`config.mk`:
```
export PLATFORM = sky130hd
export DESIGN_NAME = clk_ctrl
export DESIGN_NICKNAME = d
export VERILOG_FILES = /design/src/rtl/clk_ctrl_pkg.sv /design/src/rtl/clk_ctrl_tick_gen.sv /design/src/rtl/clk_ctrl.sv
export SDC_FILE = /design/constraint.sdc
export NUM_CORES = 1
export LEC_CHECK = 0
export ABC_AREA = 1
export CORE_MARGIN = 3
export CORE_UTILIZATION = 28
export DETAILED_ROUTE_END_ITERATION = 8
export PLACE_DENSITY = 0.5
export SLEW_MARGIN = 20
export SYNTH_ARGS = -nofsm -noshare
export SYNTH_HDL_FRONTEND = slang
export SYNTH_HIERARCHICAL = 1
export SYNTH_SLANG_ARGS = --single-unit
```
`constraint.sdc`:
```
create_clock -name CLK -period 2.8 [get_ports CLK]
set_input_delay 0.56 -clock CLK [delete_from_list [all_inputs] [get_ports CLK]]
set_output_delay 0.56 -clock CLK [all_outputs]
set_load 0.01 [all_outputs]
```
`src/rtl/clk_ctrl_pkg.sv`:
```
// clk_ctrl_pkg
//   Shared definitions for the core run-control / clock-enable scheduler:
//   the controller state encoding (also visible through STATUS[1:0]),
//   the register map addresses and the CTRL register bit positions.
package clk_ctrl_pkg;

  // Encoding is architecturally visible in STATUS[1:0], so values are fixed.
  typedef enum logic [1:0] {
    ST_HOLD = 2'd0,
    ST_RUN  = 2'd1,
    ST_HALT = 2'd2,
    ST_STEP = 2'd3
  } ctrl_state_t;

  localparam logic [1:0] ADDR_CTRL   = 2'd0;
  localparam logic [1:0] ADDR_DIV    = 2'd1;
  localparam logic [1:0] ADDR_TICKS  = 2'd2;
  localparam logic [1:0] ADDR_STATUS = 2'd3;

  localparam int CTRL_RUN  = 0;
  localparam int CTRL_SRST = 1;

endpackage

```
`src/rtl/clk_ctrl_tick_gen.sv`:
```
// tick_gen
//   Programmable down-counter producing a single-cycle tick every div+1
//   enabled cycles.
// Ports:
//   CLK, RESET : system clock, synchronous active-high reset
//   enable     : counter advances (and may tick) only while high
//   reload     : load cnt from div this cycle, overriding counting
//   div        : period minus one
//   tick       : high in any enabled cycle where cnt is zero
module tick_gen
  import clk_ctrl_pkg::*;
#(
  parameter int DIV_W       = 24,
  parameter int DIV_DEFAULT = 256
) (
  input  logic             CLK,
  input  logic             RESET,
  input  logic             enable,
  input  logic             reload,
  input  logic [DIV_W-1:0] div,
  output logic             tick
);

  logic [DIV_W-1:0] cnt;

  assign tick = enable && (cnt == '0);

  // The period in flight always completes: div is only sampled when the
  // counter wraps or when an explicit reload is requested.
  always_ff @(posedge CLK) begin
    if (RESET) begin
      cnt <= DIV_W'(DIV_DEFAULT - 1);
    end else if (reload) begin
      cnt <= div;
    end else if (enable) begin
      if (cnt == '0) begin
        cnt <= div;
      end else begin
        cnt <= cnt - DIV_W'(1);
      end
    end
  end

endmodule

```
`src/rtl/clk_ctrl.sv`:
```
// clk_ctrl
//   Run-control and clock-enable scheduler for the core clock domain.
//   Generates the core clock-enable, sequences core reset release and
//   exposes halt / single-step / resume / soft-reset through a small
//   register port.
// Ports:
//   CLK, RESET        : system clock, synchronous active-high reset
//   cfg_we, cfg_addr  : register write strobe and select (CTRL/DIV/TICKS/STATUS)
//   cfg_wdata         : register write data
//   cfg_rdata         : registered read data, one cycle after cfg_addr
//   step_req          : single-step request level (edge-armed)
//   step_ack          : pulses together with the clk_en of a step
//   clk_en            : single-cycle core clock enable
//   resetn            : core reset, active low
//   running           : high while in RUN
module clk_ctrl
  import clk_ctrl_pkg::*;
#(
  parameter int DIV_W       = 24,
  parameter int DIV_DEFAULT = 256,
  parameter int RST_HOLD    = 16
) (
  input  logic        CLK,
  input  logic        RESET,
  input  logic        cfg_we,
  input  logic [1:0]  cfg_addr,
  input  logic [31:0] cfg_wdata,
  output logic [31:0] cfg_rdata,
  input  logic        step_req,
  output logic        step_ack,
  output logic        clk_en,
  output logic        resetn,
  output logic        running
);

  localparam int HOLD_W = (RST_HOLD > 1) ? $clog2(RST_HOLD) : 1;

  ctrl_state_t       state;
  ctrl_state_t       state_next;
  logic [DIV_W-1:0]  div_q;
  logic              run_q;
  logic              run_next;
  logic [31:0]       ticks;
  logic [HOLD_W-1:0] hold_cnt;
  logic              hold_last;
  logic              armed;
  logic              supp;
  logic              tick;
  logic              enable;
  logic              reload;
  logic              ctrl_wr;
  logic              div_wr;
  logic              srst;
  logic [31:0]       rd_next;
  logic              unused_wdata;

  assign unused_wdata = &{1'b0, cfg_wdata};

  assign ctrl_wr   = cfg_we && (cfg_addr == ADDR_CTRL);
  assign div_wr    = cfg_we && (cfg_addr == ADDR_DIV);
  assign srst      = ctrl_wr && cfg_wdata[CTRL_SRST];
  assign run_next  = ctrl_wr ? cfg_wdata[CTRL_RUN] : run_q;
  assign hold_last = (hold_cnt == HOLD_W'(RST_HOLD - 1));

  // supp masks exactly one cycle after a soft reset with div==0, where the
  // freshly reloaded counter would otherwise tick immediately.
  assign enable   = !RESET && !supp && (state != ST_HALT);
  assign clk_en   = tick;
  assign step_ack = tick && (state == ST_STEP);
  assign resetn   = (state != ST_HOLD);
  assign running  = (state == ST_RUN);

  tick_gen #(
    .DIV_W       (DIV_W),
    .DIV_DEFAULT (DIV_DEFAULT)
  ) u_tick_gen (
    .CLK    (CLK),
    .RESET  (RESET),
    .enable (enable),
    .reload (reload),
    .div    (div_q),
    .tick   (tick)
  );

  // Next-state logic. Soft reset beats everything; a run write beats a step
  // request. HALT keeps the counter parked at div so a step or resume always
  // starts a full period.
  always_comb begin
    state_next = state;
    reload     = 1'b0;
    if (srst) begin
      state_next = ST_HOLD;
      reload     = 1'b1;
    end else begin
      case (state)
        ST_HOLD: begin
          if (tick && hold_last) begin
            state_next = run_next ? ST_RUN : ST_HALT;
          end
        end
        ST_RUN: begin
          if (!run_next) begin
            state_next = ST_HALT;
            reload     = 1'b1;
          end
        end
        ST_HALT: begin
          reload = 1'b1;
          if (run_next) begin
            state_next = ST_RUN;
          end else if (step_req && armed) begin
            state_next = ST_STEP;
          end
        end
        ST_STEP: begin
          if (tick) begin
            state_next = ST_HALT;
          end
        end
        default: state_next = ST_HOLD;
      endcase
    end
  end

  // Read mux samples current register values, so a read in a write cycle
  // returns the pre-write contents.
  always_comb begin
    rd_next = '0;
    case (cfg_addr)
      ADDR_CTRL:   rd_next = {31'b0, run_q};
      ADDR_DIV:    rd_next = 32'(div_q);
      ADDR_TICKS:  rd_next = ticks;
      ADDR_STATUS: rd_next = {29'b0, resetn, state};
      default:     rd_next = '0;
    endcase
  end

  // State, registers and hold counter. run/div/ticks survive a soft reset.
  always_ff @(posedge CLK) begin
    if (RESET) begin
      state     <= ST_HOLD;
      div_q     <= DIV_W'(DIV_DEFAULT - 1);
      run_q     <= 1'b1;
      ticks     <= '0;
      hold_cnt  <= '0;
      armed     <= 1'b1;
      supp      <= 1'b0;
      cfg_rdata <= '0;
    end else begin
      state     <= state_next;
      run_q     <= run_next;
      ticks     <= ticks + {31'b0, tick};
      supp      <= srst && (div_q == '0);
      cfg_rdata <= rd_next;
      if (div_wr) begin
        div_q <= cfg_wdata[DIV_W-1:0];
      end
      if (srst) begin
        hold_cnt <= '0;
      end else if ((state == ST_HOLD) && tick) begin
        hold_cnt <= hold_last ? '0 : hold_cnt + HOLD_W'(1);
      end
      // A step consumes the arm; any low sample of step_req re-arms.
      if (!step_req) begin
        armed <= 1'b1;
      end else if (step_ack) begin
        armed <= 1'b0;
      end
    end
  end

endmodule
```
; Word level (Yosys, flattened, before mapping)
; Index checks and enable logic that the tools add are counted.
; Widths: inputs -> output; s select.
[op_classes]
n_reduce_logical = 22
n_mux = 16
add_sub_neg = 3
bitwise_logic = 1
n_eq_ne = 12
[ops]
columns = op, count
row1 = $pmux 32 s4, 1
row2 = $mux 24, 3
row3 = $logic_not 24->1, 2
row4 = $add 32x1->32, 1
row5 = $sub 24x1->24 const B, 1
row6 = $mux 2, 6
row7 = $logic_and 1x1->1, 11
row8 = $eq 2x2->1 const B, 4
row9 = $ne 2x2->1 const B, 4
row10 = $pmux 2 s4, 1
row11 = $add 4x1->4 const B, 1
row12 = $eq 2x1->1 const B, 2
row13 = $eq 4x4->1 const B, 1
row14 = $logic_not 2->1, 2
row15 = $mux 4, 1
row16 = $reduce_and 4->1, 1
row17 = $reduce_bool 2->1, 2
row18 = $reduce_or 2->1, 2
row19 = $mux 1, 3
row20 = $ne 3x3->1 const B, 1
row21 = $logic_not 1->1, 2
row22 = $pmux 1 s2, 1
row23 = $not 1->1, 1
[totals]
wordCells = 63
ff_bits = 121
inputBits = 38

; Depth between registers and ports, before layout
; Gate-level depths: netlist of run 1.
[logic_depth]
word_depth = 7
depth_mapped = 17
depth_no_buf = 17

; Cells and area by module
; The synthesis of run 1 kept the hierarchy.
[by_module_without_submodules]
columns = mod, cells_each, area_per_inst_um2, instances
row1 = clk_ctrl, 596, 4212.8, 1
row2 = tick_gen, 307, 1788.0, 1

; Worst setup path before layout of run 1
; Ideal clock, no wire load.
[synth_timing]
path_kind = input -> register
startpoint = input RESET
endpoint = register ticks[18]
arrival_ps = 2592
path_stages = 16
slack_ps = 80
setup_time_ps = 128
cell_sequence = clkbuf_1 clkbuf_1 nor3_1 inv_1 nor2_1 ha_1 ha_1 nand2_1 inv_2 nand2_1 nor2_2 nand2_1 nor2_2 nand3_1 nand2_1 nor2_1
[synth_between]
elab_chain_len = 5
[synth_rtl]
columns = item, line_no
row1 = "start, declared", clk_ctrl.sv:24  ; input logic RESET,
row2 = $logic_not 1->1, clk_ctrl.sv:67  ; assign enable = !RESET && !supp && (state != ST_HALT);
row3 = $logic_and 1x1->1 (2 in a row), clk_ctrl.sv:67
row4 = via enable, clk_ctrl.sv:49  ; logic enable;
row5 = $logic_and 1x1->1, clk_ctrl_tick_gen.sv:26  ; assign tick = enable && (cnt == '0);
row6 = via clk_en, clk_ctrl.sv:31  ; output logic clk_en,
row7 = $add 32x1->32, clk_ctrl.sv:152  ; ticks <= ticks + {31'b0, tick};
row8 = "end signal, assigned", clk_ctrl.sv:152
row9 = "end, declared", clk_ctrl.sv:43  ; logic [31:0] ticks;
; The timed path passes the listed nets, and every way through them passes these cells.
; A chain may end at the register's enable or synchronous reset.

; Worst setup path in the final report of run 1
[layout_timing]
startpoint = register u_tick_gen.cnt[14]
endpoint = output clk_en
[layout_between]
elab_chain_len = 2
[layout_rtl]
columns = item, line_no
row1 = "start, declared", clk_ctrl_tick_gen.sv:24  ; logic [DIV_W-1:0] cnt;
row2 = "start signal, assigned", clk_ctrl_tick_gen.sv:32  ; cnt <= DIV_W'(DIV_DEFAULT - 1);
row3 = "start signal, assigned", clk_ctrl_tick_gen.sv:34  ; cnt <= div;
row4 = "start signal, assigned", clk_ctrl_tick_gen.sv:37  ; cnt <= div;
row5 = $logic_not 24->1, clk_ctrl_tick_gen.sv:26
row6 = $logic_and 1x1->1, clk_ctrl_tick_gen.sv:26
row7 = "end, declared", clk_ctrl.sv:31
; No other way between the ends.

==> flow_summary.json, run 1 <==
{
  "nNetsFinal": 1027,
  "ys_types": 33,
  "cp-start-kind": "flip-flop",
  "reg2reg_depth": 16,
  "ctsRootBufferMaster": "clkbuf_16",
  "cp_cell_sequence": "nor2_2 -> nand2_2 -> nor2_4 -> nand3_2 -> nor2_2 -> buf_4 -> clkdlybuf4s50_1",
  "cts.sinks": 121,
  "min_period_ns": 2.638,
  "dieHeight_microns": 152.4,
  "path_buf_inv": 2,
  "dp_slack_ns": 0.1820,
  "switching_share": 0.3141,
  "syn2layout_area_growth_pct": 27.79,
  "syn_area_sq_um": 6001,
  "htree_levels": 4,
  "antenna_found_initial": 0,
  "grt_pass1_vias": 5326,
  "port_buffers": 65,
  "tightest_slew_ns": 0.9337,
  "critPathRequiredTime_ns": 2.24,
  "cp.arrival_ns": 2.08,
  "yosysSeqAreaShare": 0.4037,
  "path_class": "reg2out",
  "syn_nets": 951,
  "die_x_microns": 152.4,
  "routed_wl_mm": 17.79,
  "hold_ws_ns": 0.4634,
  "critPathMaxStageDelay_ns": 0.53,
  "pwr-share-comb": 0.221,
  "io_pins": 74,
  "grt-ovfl-total": 0,
  "yosys.cell_count.top_type": "nand2_1",
  "fmax_ghz": 0.3791,
  "place.gp.congestion": 0.8716,
  "synthArstFlopShare": 0,
  "clkPwrFrac": 0.422,
  "clk_path_buf_depth": 2,
  "final_hold_viol_count": 0,
  "ys_top_cells_by_count": "283 x nand2_1, 121 x dfxtp_1, 94 x a21oi_1, 92 x inv_1, 90 x nor2_1",
  "grt_pass1_wl_mm": 28.72,
  "dr.pass1.iters": 5,
  "vias": 5764,
  "hold_depth": 2,
  "cts_hold_buf": 0,
  "grt_util_all_layers": 0.1540,
  "status": "complete, no violations",
  "clk_pin_slew_worst_paths_ns": 0.06,
  "synth_largest_area_cell": "dfxtp_1",
  "finalWorstSetupSlack_ns": 0.1621,
  "crit_path_end_kind": "output pin",
  "power.density_nw_per_um2": 723.1,
  "syn_area_per_cell_sq_um": 6.645,
  "netlist_instances": 903,
  "start_util": 0.2909,
  "p_leak_nw": 2.865,
  "drive_above_1_share": 0.09274,
  "numCtsBuffers": 17,
  "p_switching_mw": 1.742,
  "dp_hpwl_mm": 13.01,
  "initialDrtViolationCount": 450,
  "drt-wirelength-per-cell_microns": 14.09,
  "yosysWarnings": 6,
  "cp_common_cell": "nor2_2",
  "cp_top_family": "simple AND/OR/NAND/NOR gates",
  "finalSetupViolations": 0,
  "setup_tns_ns": 0,
  "dominantRegCellSynth": "dfxtp_1",
  "synth_area_leaders": "dfxtp_1 40%, nand2_1 18%, a21oi_1 7.8%",
  "synth_seq_cells": 121,
  "cts_tree": "yes",
  "seqPwrFrac": 0.356,
  "finalCritPeriodShare": 0.9421,
  "report.final.slew_viol_count": 0,
  "crit_path_max_fanout": 4,
  "core.rowCount": 52,
  "relSlewSlack": 0.3775,
  "min_path_type": "reg2reg",
  "dieArea_sq_um": 23220,
  "ir_drop_mv": 0.3679,
  "core_area_sq_um": 20620,
  "viasPerCell": 4.567,
  "crit_cells": 7,
  "worstSkewPairLatency_ns": 0.42,
  "fin_worst_skew_ns": 0.008964,
  "grt_max_degree": 84,
  "synth_top_area_frac": 0.4037,
  "diodes": 0,
  "cp_slowest_cell": "clkdlybuf4s50_1",
  "cap_violations": 0,
  "drc": 0,
  "ant_nets": 0,
  "p_int_mw": 3.804,
  "synth_edf_count": 0
}
[tightest hold or removal path, delay by kind of cell, from the launching register on]
kind	cells	cell delay [ns]
AND/OR/NAND/NOR	1	0.06
flip-flops	1	0.31
AO/OA/AOI/OAI	1	0.05
[worst paths after layout]
check	start	to	slack, ns
worst min-delay path	ticks[31]	ticks[31]	0.46
worst max register to register	u_tick_gen/cnt[14]	ticks[12]	0.18
worst min register to register	ticks[31]	ticks[31]	0.46
worst max-delay path	u_tick_gen/cnt[14]	clk_en	0.16
[state kept, by name, summed over array words and instances (netlist names)]
register / cells
state: 2
hold_cnt: 4
cfg_rdata: 32
armed: 1
u_tick_gen/cnt: 24
run_q: 1
supp: 1
ticks: 32
div_q: 24
[through the flow]
step | std cells | utilization | total power, mW | instance area (sq um)
final | 1262 | 0.3718 | 5.545 | 7669
after global routing | 1262 | 0.3718 | 5.849 | 7669
after CTS | 1259 | 0.3698 | 5.592 | 7626
after detailed placement | 1226 | 0.3385 | 3.227 | 6982
after global placement | 1226 | 0.3385 | 3.225 | 6982
after floorplan | 903 | - | 2.820 | 6001
[per-layer routing]
layer / GRT usage / share of wire
met4: 0.04623 / 0.010
met2: 0.2223 / 0.41
met3: 0.03351 / 0.053
met1: 0.2286 / 0.52
met5: 0 / 0
[final cells by class]
cell class | instances | area (sq um)
Clock buffer | 17 | 425.4
Multi-Input combinational cell | 658 | 3097
Sequential cell | 121 | 2422
Clock inverter | 15 | 202.7
Inverter | 96 | 364.1
Tap cell | 270 | 337.8
Fill cell | 2211 | 12960
Timing Repair Buffer | 85 | 819.5
[cells in the final DEF (no fill, tap or decap), types with 2 or more instances in the layout]
cell type	count
inv_2	2
nand3_1	65
clkdlybuf4s50_1	63
nand4_1	7
bufinv_16	4
ha_1	10
nor3_1	13
nor3_2	2
dfxtp_1	121
a21oi_1	94
buf_4	18
clkinv_2	3
nor4_1	3
buf_12	2
inv_1	91
nor2_4	6
xnor2_1	6
nand3b_1	4
nor2_1	86
nand2_2	6
o21ai_0	41
nand2_1	281
nand3_2	3
clkinvlp_4	5
clkinv_4	4
o211ai_1	2
xor2_1	9
clkbuf_16	17
nor2_2	16
[logic make-up (layout without fill, tap and decap cells)]
group / after synthesis / count (layout) / synth area share
AOI/OAI and AO/OA: 139 / 139 / 0.1178
xor gates and xnor gates: 15 / 15 / 0.02189
adders and majority gates: 10 / 10 / 0.02085
buffers and inverters: 124 / 213 / 0.08528
DFF: 121 / 121 / 0.4037
and+or+nand+nor: 494 / 494 / 0.3505
[what timing repair did]
item	CTS	global route
gates resized for setup	4	7
endpoints found under the setup margin	1	7
cloned	0	0
buffers inserted	1	3
pin swaps	0	3
[power by group through the flow]
stage / clock (mW) / sequential (mW) / combinational, mW
after floorplan: 0 / 1.98 / 0.844
after global placement: 0 / 2.01 / 1.21
after detailed placement: 0 / 2.01 / 1.22
after CTS: 2.38 / 1.97 / 1.24
after global routing: 2.46 / 1.99 / 1.39
final: 2.34 / 1.98 / 1.23
Note: power is estimated with default switching activity, not from simulation.
==> run 2, diff against run 1 <==
--- a/config.mk
+++ b/config.mk
@@ -7,9 +7,10 @@
 export LEC_CHECK = 0
 export ABC_AREA = 1
 export CORE_MARGIN = 3
-export CORE_UTILIZATION = 28
+export CORE_UTILIZATION = 56
 export DETAILED_ROUTE_END_ITERATION = 8
-export PLACE_DENSITY = 0.5
+export PLACE_DENSITY = 0.84
+export SKIP_LAST_GASP = 1
 export SLEW_MARGIN = 20
 export SYNTH_ARGS = -nofsm -noshare
 export SYNTH_HDL_FRONTEND = slang
==> run 2 against run 1 <==
Compared with the run above: die area is 48% lower; flip-flop and latch count stayed put; hold slack worse by 0.0047 ns; highest routed layer unchanged; cell count is 11% lower; cell area is 3.4% lower; largest power group unchanged; worst setup slack worse by 0.018 ns; critical path depth is 3 higher; register-to-register slack better by 0.08 ns; routed wire length is 11% lower; maximum frequency is 0.69% lower.
==> flow_summary.json, run 2 (same netlist as run 1, synthesis figures left out) <==
{
  "initialDrtViolationCount": 543,
  "reg2reg_depth": 18,
  "finalCritPeriodShare": 0.9487,
  "setup_tns_ns": 0,
  "cp_top_family": "buffers and inverters",
  "numCtsBuffers": 17,
  "grt_util_all_layers": 0.2796,
  "cp_cell_sequence": "inv_1 -> ha_1 -> nand2_1 -> nor2_1 -> nand3_2 -> nor2_2 -> buf_4 -> nand2_1 -> inv_1 -> dlygate4sd2_1",
  "nFillCells": 854,
  "dp_hpwl_mm": 10.98,
  "cts_tree": "yes",
  "reg2reg_to": "ticks[18]",
  "power.density_nw_per_um2": 717.7,
  "crit_path_end_kind": "output pin",
  "min_period_ns": 2.656,
  "dr.pass1.iters": 5,
  "critPathMaxStageDelay_ns": 0.32,
  "min_path_type": "reg2reg",
  "dieArea_sq_um": 11990,
  "cp_slowest_cell": "dfxtp_1",
  "clk_path_buf_depth": 2,
  "ant_nets": 0,
  "final_common_cell": "nand2_1",
  "tightest_slew_ns": 0.8801,
  "finalSetupViolations": 0,
  "cts_hold_buf": 0,
  "dp_slack_ns": 0.1982,
  "grt_pass1_wl_mm": 26.14,
  "drt-wirelength-per-cell_microns": 14.10,
  "core.rowCount": 37,
  "hold_depth": 2,
  "routed_wl_mm": 15.83,
  "fin_worst_skew_ns": 0.009117,
  "grt-ovfl-total": 0,
  "p_leak_nw": 2.847,
  "rsz0062_at_grt": "false",
  "antenna_found_initial": 0,
  "ctsRootBufferMaster": "clkbuf_8",
  "layout.cells.most_common_list": "282 x nand2_1, 121 x dfxtp_1, 94 x a21oi_1, 92 x inv_1, 89 x nor2_1",
  "reg_top3": "cfg_rdata x32, ticks x32",
  "finalPower_mw": 5.319,
  "r2r-start": "u_tick_gen/cnt[0]",
  "grt_pass1_vias": 5559,
  "dieHeight_microns": 109.5,
  "grt_max_degree": 84,
  "critPathRequiredTime_ns": 2.24,
  "nNetsFinal": 1023,
  "viasPerCell": 5.307,
  "fmax_ghz": 0.3765,
  "diodes": 0,
  "io_pins": 74,
  "status": "complete, no violations",
  "cp.arrival_ns": 2.10,
  "path_class": "reg2out",
  "crit_start": "u_tick_gen/cnt[0]",
  "ir_drop_mv": 0.5800,
  "finalWorstSetupSlack_ns": 0.1437,
  "start_util": 0.5787,
  "cap_violations": 0,
  "crit_path_max_fanout": 6,
  "syn2layout_area_growth_pct": 23.50,
  "clk_pin_slew_worst_paths_ns": 0.06,
  "cts.sinks": 121,
  "endpoint": "step_ack",
  "final_hold_viol_count": 0,
  "report.final.slew_viol_count": 0,
  "port_buffers": 65,
  "path_buf_inv": 4,
  "drc": 0,
  "core_area_sq_um": 10370,
  "drive_above_1_share": 0.08207,
  "worstSkewPairLatency_ns": 0.52,
  "relSlewSlack": 0.4132,
  "reg2reg_slack_ns": 0.26,
  "vias": 5960,
  "htree_levels": 4,
  "final_core_util": 0.7146,
  "place.gp.congestion": 0.9187,
  "cp-start-kind": "flip-flop",
  "crit_cells": 10,
  "die_x_microns": 109.5
}
run 2: final cells by class:
cell class	instances	area (sq um)	share of cell area
timing repair buffer	81	788.3	0.1064
clock buffer	23	486.7	0.06568
inverter	96	364.1	0.04913
tap	136	170.2	0.02296
clock inverter	8	92.59	0.01249
sequential	121	2422	0.3269
multi-input combinational	658	3087	0.4165
run 2: metrics by stage:
step           cells  area [sq um]  hold WS [ns]
3_5_place_dp    1091          6807        0.4464
2_1_floorplan    903          6001        0.4292
4_1_cts         1122          7391        0.4599
5_1_grt         1123          7411        0.4864
3_3_place_gp    1091          6807        0.4424
6_report        1123          7411        0.4587
run 2: worst reg2reg max path, cell delays in order, from the launching register on:
cell and delay [ns]:
dfxtp_1 0.32, inv_1 0.12, ha_1 0.18, nand2_1 0.06, nor2_1 0.12, nand3_2 0.11
nor2_2 0.10, buf_4 0.16, ha_1 0.18, ha_1 0.16, nand2_1 0.08, inv_2 0.10
nand2_1 0.13, nor2_4 0.14, nand2_2 0.10, nor2_4 0.14, nand3_1 0.08, nand2_1 0.07
nor2_1 0.04
run 2: power by group:
part / leakage, nW / switching [mW] / internal, mW / total (mW)
logic: 1.58 / 0.747 / 0.474 / 1.22
registers: 0.983 / 0.130 / 1.84 / 1.97
clock network: 0.289 / 0.754 / 1.37 / 2.12
run 2: worst min-delay path by stage:
stage	startpoint	end	slack [ns]
after floorplan	armed	armed	0.43
after global placement	armed	armed	0.44
after detailed placement	armed	armed	0.45
after CTS	armed	armed	0.46
after global routing	ticks[31]	cfg_rdata[31]	0.49
final	armed	armed	0.46
run 2: per-layer routing:
layer  vias to the layer above  global-route usage  wire length, microns
met3                        41             0.07634                  1359
met2                       267              0.4228                  6797
li1                       3029                   -                     -
met5                         -                   0                     0
met1                      2623              0.3876                  7326
met4                         0             0.09083                   346
run 2: timing repair:
item,in CTS,in global routing
buffers inserted,0,1
resized for setup,4,3
hold endpoints to repair,0,0
endpoints found under the setup margin,2,3
pin swaps,0,3
